--- src/rtl/seg_display_ctrl_pkg.sv ---
// Shared definitions for the seven-segment display controller: FSM states,
// segment glyphs, the MemOrIO base address and the double-dabble adjust step.
package seg_display_ctrl_pkg;

  typedef enum logic [1:0] {
    SEG_IDLE = 2'd0,
    SEG_CONV = 2'd1,
    SEG_DONE = 2'd2
  } seg_state_t;

  localparam logic [31:0] SEG_BASE_ADDR = 32'hFFFF_FC00;
  localparam logic [31:0] OVERFLOW_WORD = 32'hEEEE_EEEE;

  // Glyphs are {dp,g,f,e,d,c,b,a}, active-high.
  localparam logic [7:0] GLYPH_0     = 8'h3F;
  localparam logic [7:0] GLYPH_1     = 8'h06;
  localparam logic [7:0] GLYPH_2     = 8'h5B;
  localparam logic [7:0] GLYPH_3     = 8'h4F;
  localparam logic [7:0] GLYPH_4     = 8'h66;
  localparam logic [7:0] GLYPH_5     = 8'h6D;
  localparam logic [7:0] GLYPH_6     = 8'h7D;
  localparam logic [7:0] GLYPH_7     = 8'h07;
  localparam logic [7:0] GLYPH_8     = 8'h7F;
  localparam logic [7:0] GLYPH_9     = 8'h6F;
  localparam logic [7:0] GLYPH_A     = 8'h77;
  localparam logic [7:0] GLYPH_B     = 8'h7C;
  localparam logic [7:0] GLYPH_C     = 8'h39;
  localparam logic [7:0] GLYPH_D     = 8'h5E;
  localparam logic [7:0] GLYPH_E     = 8'h79;
  localparam logic [7:0] GLYPH_F     = 8'h71;
  localparam logic [7:0] GLYPH_BLANK = 8'h00;

  // A nibble is at most 9 here, so the +3 never carries out of its 4 bits.
  function automatic logic [39:0] bcd_adjust(input logic [39:0] bcd);
    logic [39:0] res;
    res = bcd;
    for (int i = 0; i < 10; i++) begin
      if (bcd[4*i +: 4] >= 4'd5) res[4*i +: 4] = bcd[4*i +: 4] + 4'd3;
    end
    return res;
  endfunction

endpackage

--- src/rtl/seg_hex_decoder.sv ---
// Combinational 4-bit nibble to seven-segment pattern decoder (0-F).
module seg_hex_decoder
  import seg_display_ctrl_pkg::*;
(
  input  logic [3:0] nibble,
  output logic [7:0] code
);

  always_comb begin
    code = GLYPH_BLANK;
    case (nibble)
      4'h0: code = GLYPH_0;
      4'h1: code = GLYPH_1;
      4'h2: code = GLYPH_2;
      4'h3: code = GLYPH_3;
      4'h4: code = GLYPH_4;
      4'h5: code = GLYPH_5;
      4'h6: code = GLYPH_6;
      4'h7: code = GLYPH_7;
      4'h8: code = GLYPH_8;
      4'h9: code = GLYPH_9;
      4'hA: code = GLYPH_A;
      4'hB: code = GLYPH_B;
      4'hC: code = GLYPH_C;
      4'hD: code = GLYPH_D;
      4'hE: code = GLYPH_E;
      4'hF: code = GLYPH_F;
      default: code = GLYPH_BLANK;
    endcase
  end

endmodule

--- src/rtl/seg_display_ctrl.sv ---
// Seven-segment display controller: latches store data, optionally converts it
// to decimal by serial double-dabble, and scans 8 digits onto the board pins.
module seg_display_ctrl
  import seg_display_ctrl_pkg::*;
#(
  parameter int SCAN_DIV  = 100000,
  parameter int CONV_BITS = 32
) (
  input  logic        clk,
  input  logic        rst,
  input  logic        seg_we,
  input  logic [31:0] seg_wdata,
  input  logic        dec_mode,
  output logic        busy,
  output logic [7:0]  seg_an,
  output logic [7:0]  seg_code
);

  localparam int CNT_W = $clog2(SCAN_DIV);
  localparam int BIT_W = $clog2(CONV_BITS + 1);

  seg_state_t           state, state_next;
  logic [31:0]          disp_reg;
  logic [7:0]           blank_mask;
  logic [7:0]           blank_calc;
  logic [39:0]          bcd_reg;
  logic [39:0]          bcd_adj;
  logic [CONV_BITS-1:0] shift_reg;
  logic [BIT_W-1:0]     bit_cnt;
  logic [CNT_W-1:0]     scan_cnt;
  logic [2:0]           idx;
  logic [3:0]           nibble;
  logic [7:0]           glyph;
  logic                 overflow;
  logic                 higher_zero;

  always_ff @(posedge clk or posedge rst) begin
    if (rst) state <= SEG_IDLE;
    else     state <= state_next;
  end

  // Any write overrides the conversion in flight, so the aborted result never commits.
  always_comb begin
    state_next = state;
    busy       = (state != SEG_IDLE);
    case (state)
      SEG_CONV: if (bit_cnt == BIT_W'(CONV_BITS - 1)) state_next = SEG_DONE;
      SEG_DONE: state_next = SEG_IDLE;
      default:  state_next = SEG_IDLE;
    endcase
    if (seg_we) state_next = dec_mode ? SEG_CONV : SEG_IDLE;
  end

  assign bcd_adj  = bcd_adjust(bcd_reg);
  assign overflow = (bcd_reg[39:32] != 8'd0);

  always_comb begin
    blank_calc  = 8'd0;
    higher_zero = 1'b1;
    for (int i = 7; i >= 1; i--) begin
      higher_zero   = higher_zero & (bcd_reg[4*i +: 4] == 4'd0);
      blank_calc[i] = higher_zero;
    end
  end

  always_ff @(posedge clk or posedge rst) begin
    if (rst) begin
      disp_reg   <= 32'd0;
      blank_mask <= 8'd0;
      bcd_reg    <= 40'd0;
      shift_reg  <= '0;
      bit_cnt    <= '0;
    end else if (seg_we) begin
      if (dec_mode) begin
        shift_reg <= seg_wdata[CONV_BITS-1:0];
        bcd_reg   <= 40'd0;
        bit_cnt   <= '0;
      end else begin
        disp_reg   <= seg_wdata;
        blank_mask <= 8'd0;
      end
    end else begin
      case (state)
        SEG_CONV: begin
          bcd_reg   <= {bcd_adj[38:0], shift_reg[CONV_BITS-1]};
          shift_reg <= shift_reg << 1;
          bit_cnt   <= bit_cnt + 1'b1;
        end
        SEG_DONE: begin
          disp_reg   <= overflow ? OVERFLOW_WORD : bcd_reg[31:0];
          blank_mask <= overflow ? 8'd0 : blank_calc;
        end
        default: ;
      endcase
    end
  end

  always_ff @(posedge clk or posedge rst) begin
    if (rst) begin
      scan_cnt <= '0;
      idx      <= 3'd0;
    end else if (scan_cnt == CNT_W'(SCAN_DIV - 1)) begin
      scan_cnt <= '0;
      idx      <= idx + 3'd1;
    end else begin
      scan_cnt <= scan_cnt + 1'b1;
    end
  end

  assign nibble = disp_reg[4*idx +: 4];

  seg_hex_decoder u_decoder (
    .nibble (nibble),
    .code   (glyph)
  );

  // Anode and cathode are registered together so a digit never shows its neighbour's code.
  always_ff @(posedge clk or posedge rst) begin
    if (rst) begin
      seg_an   <= 8'd0;
      seg_code <= 8'd0;
    end else begin
      seg_an   <= blank_mask[idx] ? 8'd0 : (8'd1 << idx);
      seg_code <= glyph;
    end
  end

endmodule

--- config.mk ---
export PLATFORM = sky130hd
export DESIGN_NAME = seg_display_ctrl
export DESIGN_NICKNAME = d
export VERILOG_FILES = /design/src/rtl/seg_display_ctrl_pkg.sv /design/src/rtl/seg_hex_decoder.sv /design/src/rtl/seg_display_ctrl.sv
export SDC_FILE = /design/constraint.sdc
export NUM_CORES = 1
export LEC_CHECK = 0
export ABC_CLOCK_PERIOD_IN_PS = 4800
export BUFFER_PORTS_ARGS = -buffer_cell sky130_fd_sc_hd__buf_4
export CAP_MARGIN = 20
export CORE_MARGIN = 5
export CORE_UTILIZATION = 50
export CTS_CLUSTER_DIAMETER = 50
export DETAILED_ROUTE_END_ITERATION = 7
export PLACE_DENSITY = 0.72
export SYNTH_ARGS = -nofsm -noshare
export SYNTH_HDL_FRONTEND = slang
export SYNTH_HIERARCHICAL = 1
export SYNTH_SLANG_ARGS = --single-unit
--- constraint.sdc ---
create_clock -name clk -period 4.8 [get_ports clk]
set_input_delay 0.96 -clock clk [delete_from_list [all_inputs] [get_ports clk]]
set_output_delay 0.96 -clock clk [all_outputs]
set_load 0.03 [all_outputs]
==> flow_metrics.py <==
metrics = {
    "die": {
        "core-area_um2": 16410,
        "die_height_um": 138.6,
        "die-area_um2": 19200,
        "initial_core_util_pct": 50.36,
        "die_w_um": 138.6,
        "rows": 47,
        "pin_count": 53,
    },
    "placement": {
        "dp_hpwl_mm": 12.61,
        "gp_congestion": 0.8432,
        "io_buffers": 52,
        "dp_slack_ns": 1.625,
        "dp.cells": 1077,
    },
    "clocking": {
        "clkSinkCount": 155,
        "clk_path_buf_depth": 2,
        "cts_buffers": 17,
        "cts_setup_buffers": 0,
        "cts_resized": 0,
        "htreeDepth": 4,
        "hold_buffers": 0,
        "cts_root_buf": "clkbuf_16",
        "cts_tree": "done",
        "clock_latency_ns": 0.43,
        "clkTransAtPathRegs_ns": 0.06,
    },
    "route": {
        "wl_mm": 18.55,
        "drc": 0,
        "drt-initial-drc-count": 441,
        "ant_nets": 0,
        "vias_per_cell": 5.594,
        "wl_per_cell_um": 16.73,
        "drt_first_pass_iters": 5,
        "vias": 6204,
    },
    "power_and_ir_drop": {
        "p_leak_uw": 0.004230,
        "comb_power_share_pct": 13.4,
        "power_density_nw_per_um2": 365.1,
        "seqPwrFrac_pct": 43.9,
        "clkPwrFrac_pct": 42.7,
        "ir_drop_v": 0.0002909,
        "switchingPower_uw": 913.5,
        "p_int_uw": 2561,
        "power_uw": 3475,
        "switching_share_pct": 26.29,
    },
    "setup_path": {
        "reg2reg_slack_ns": 2.08,
        "crit_family": "buffers and inverters",
        "worstSetupPathType": "in2reg",
        "cp_cell_sequence": "buf_4, buf_4, and2_1, nor2_4, buf_4, nand2_1, o21ai_0",
        "rr_worst_depth": 6,
        "cp_num_buf_inv": 3,
        "r2r_start": "bcd_reg[32]",
        "setup.worst_path.end_class": "flop",
        "crit_fanout": 73,
        "cp-start-kind": "input pin",
        "cp_common_cell": "buf_4",
        "r2r-end": "disp_reg[6]",
        "arrival_ns": 3.03,
        "slowest_stage": "buf_4",
        "required_ns": 5.10,
        "slowest_delay_ns": 0.56,
    },
    "layout": {
        "fin_cells": 1109,
        "fillers": 1379,
        "largest_register_ffs": 40,
        "area_growth_pct": 15.19,
        "nets": 957,
        "drive_above_1_share_pct": 14.85,
        "diodes": 0,
        "fin_util_pct": 58.01,
    },
    "sta": {
        "period_minus_slack_ns": 2.732,
        "setup_viol": 0,
        "rsz0062_at_grt": "false",
        "worst_pin_slew_ns": 0.9830,
        "fin_crit_sh_pct": 56.92,
        "setup_ws_ns": 2.068,
        "fin_skew_ns": 0.007477,
        "timing.fmax_mhz": 366.0,
        "maxSlewHeadroom_pct": 34.31,
        "setup_tns_ns": 0,
        "report.final.slew_viol_count": 0,
        "hold_viol": 0,
    },
    "synth": {
        "ys_top_cells_by_count": "dfrtp_1 (155), nand2_1 (131), o21ai_0 (77)",
        "synthArstFlopShare_pct": 100.0,
        "syn_inst": 842,
        "synth_cell_type_count": 57,
        "post-synth-top-area-cell": "dfrtp_1",
        "netlist.area_leader.share_pct": 46.94,
        "ys_top_cells_by_area": "dfrtp_1 (47%), ha_1 (6.7%), nand2_1 (6.0%), o21ai_0 (4.7%), mux2i_1 (3.4%)",
        "ys.flop_type": "dfrtp_1",
        "synth-edff-count": 0,
        "ys_ff_latch": 155,
        "avgSynthCellArea_um2": 9.813,
        "synth_most_common_cell": "dfrtp_1",
        "synth_nets": 922,
        "yosysWarnings": 6,
        "syn_area_um2": 8263,
        "ys_seq_area_share_pct": 46.94,
    },
    "global_routing": {
        "grt_max_degree": 74,
        "grt_overflow": 0,
        "grt.total_usage_pct": 19.96,
        "grt_pass1_wl_mm": 31.26,
        "grt_pass1_vias": 6051,
        "antenna_found_initial": 0,
    },
    "job": {
        "maxCapViolations": 0,
    },
    "outcome": {
        "status": "finished clean",
    },
    "hold_path": {
        "hold_path_class": "in2async",
    },
}
[stage by stage]
stage          instance area, um^2  hold slack (ns)
2_1_floorplan                 8267           0.4334
3_3_place_gp                  8852           0.4450
3_5_place_dp                  8852           0.4554
4_1_cts                       9498           0.4673
5_1_grt                       9518           0.4314
6_report                      9518           0.4313
[logic make-up (layout without fill, tap and decap cells)]
group	after synthesis	after routing	share of synthesized area, %
flip-flops	155	155	46.94
AND/OR/NAND/NOR	313	313	18.97
adder cells (fa/ha/maj)	44	44	6.663
AO/OA/AOI/OAI	172	172	12.78
XOR/XNOR	26	26	2.756
buffers and inverters	79	126	3.770
multiplexers	52	52	8.071
other	1	1	0.04538
[layout make-up]
cell class / instances / area (um^2) / share of cell area (%)
Multi-Input combinational cell: 608 / 4080 / 42.87
Clock inverter: 13 / 216.5 / 2.274
Timing Repair Buffer: 64 / 518.0 / 5.442
Inverter: 31 / 120.1 / 1.262
Sequential cell: 155 / 3879 / 40.75
Tap cell: 220 / 275.3 / 2.892
Clock buffer: 18 / 429.2 / 4.509
[how the worst max path moves through the flow]
stage                      start           end  slack (ns)  cells past startpoint
after floorplan              rst    bcd_reg[0]        1.88                      1
after global placement    seg_we    bit_cnt[0]        1.70                      7
after detailed placement  seg_we    bit_cnt[0]        1.63                      7
after CTS                 idx[0]   seg_code[3]        2.05                      7
after global routing      seg_we    bit_cnt[0]        1.83                      7
final                     seg_we  shift_reg[9]        2.07                      7
[power groups by stage]
stage	clock network (uW)	registers (uW)	logic, uW
2_1_floorplan	0	1550	308
3_3_place_gp	0	1540	456
3_5_place_dp	0	1540	466
4_1_cts	1500	1520	469
5_1_grt	1560	1540	525
6_report	1480	1520	466
[cell usage in the layout, fill, tap and decap left out, drive strengths merged, types with 8 or more instances in the layout]
| cell type | n |
|---|---|
| a21oi | 26 |
| buf | 64 |
| mux4 | 10 |
| mux2i | 28 |
| xnor2 | 17 |
| mux2 | 14 |
| a31oi | 22 |
| nand2b | 43 |
| ha | 44 |
| clkbuf | 18 |
| dfrtp | 155 |
| o311ai | 24 |
| and2 | 8 |
| nand2 | 131 |
| nor2 | 38 |
| nor3b | 18 |
| o21ai | 77 |
| nand3 | 39 |
| xor2 | 9 |
| inv | 32 |
[worst register-to-register path: stages, from the launching register on]
cell	delay, ns
dfrtp_1	0.42
inv_1	0.13
ha_1	0.15
or4b_4	0.48
or2_2	0.49
o311ai_0	0.77
nand2_1	0.14
[routing by layer]
layer  GRT usage [%]  vias to the layer above  share of wire, %
met3           3.517                       22               3.9
li1                -                     3009                 -
met4           5.304                        0               1.5
met5               0                        -                 0
met2           33.32                      119                49
met1           27.13                     3054                46
Power figures use the tool's default switching activity.
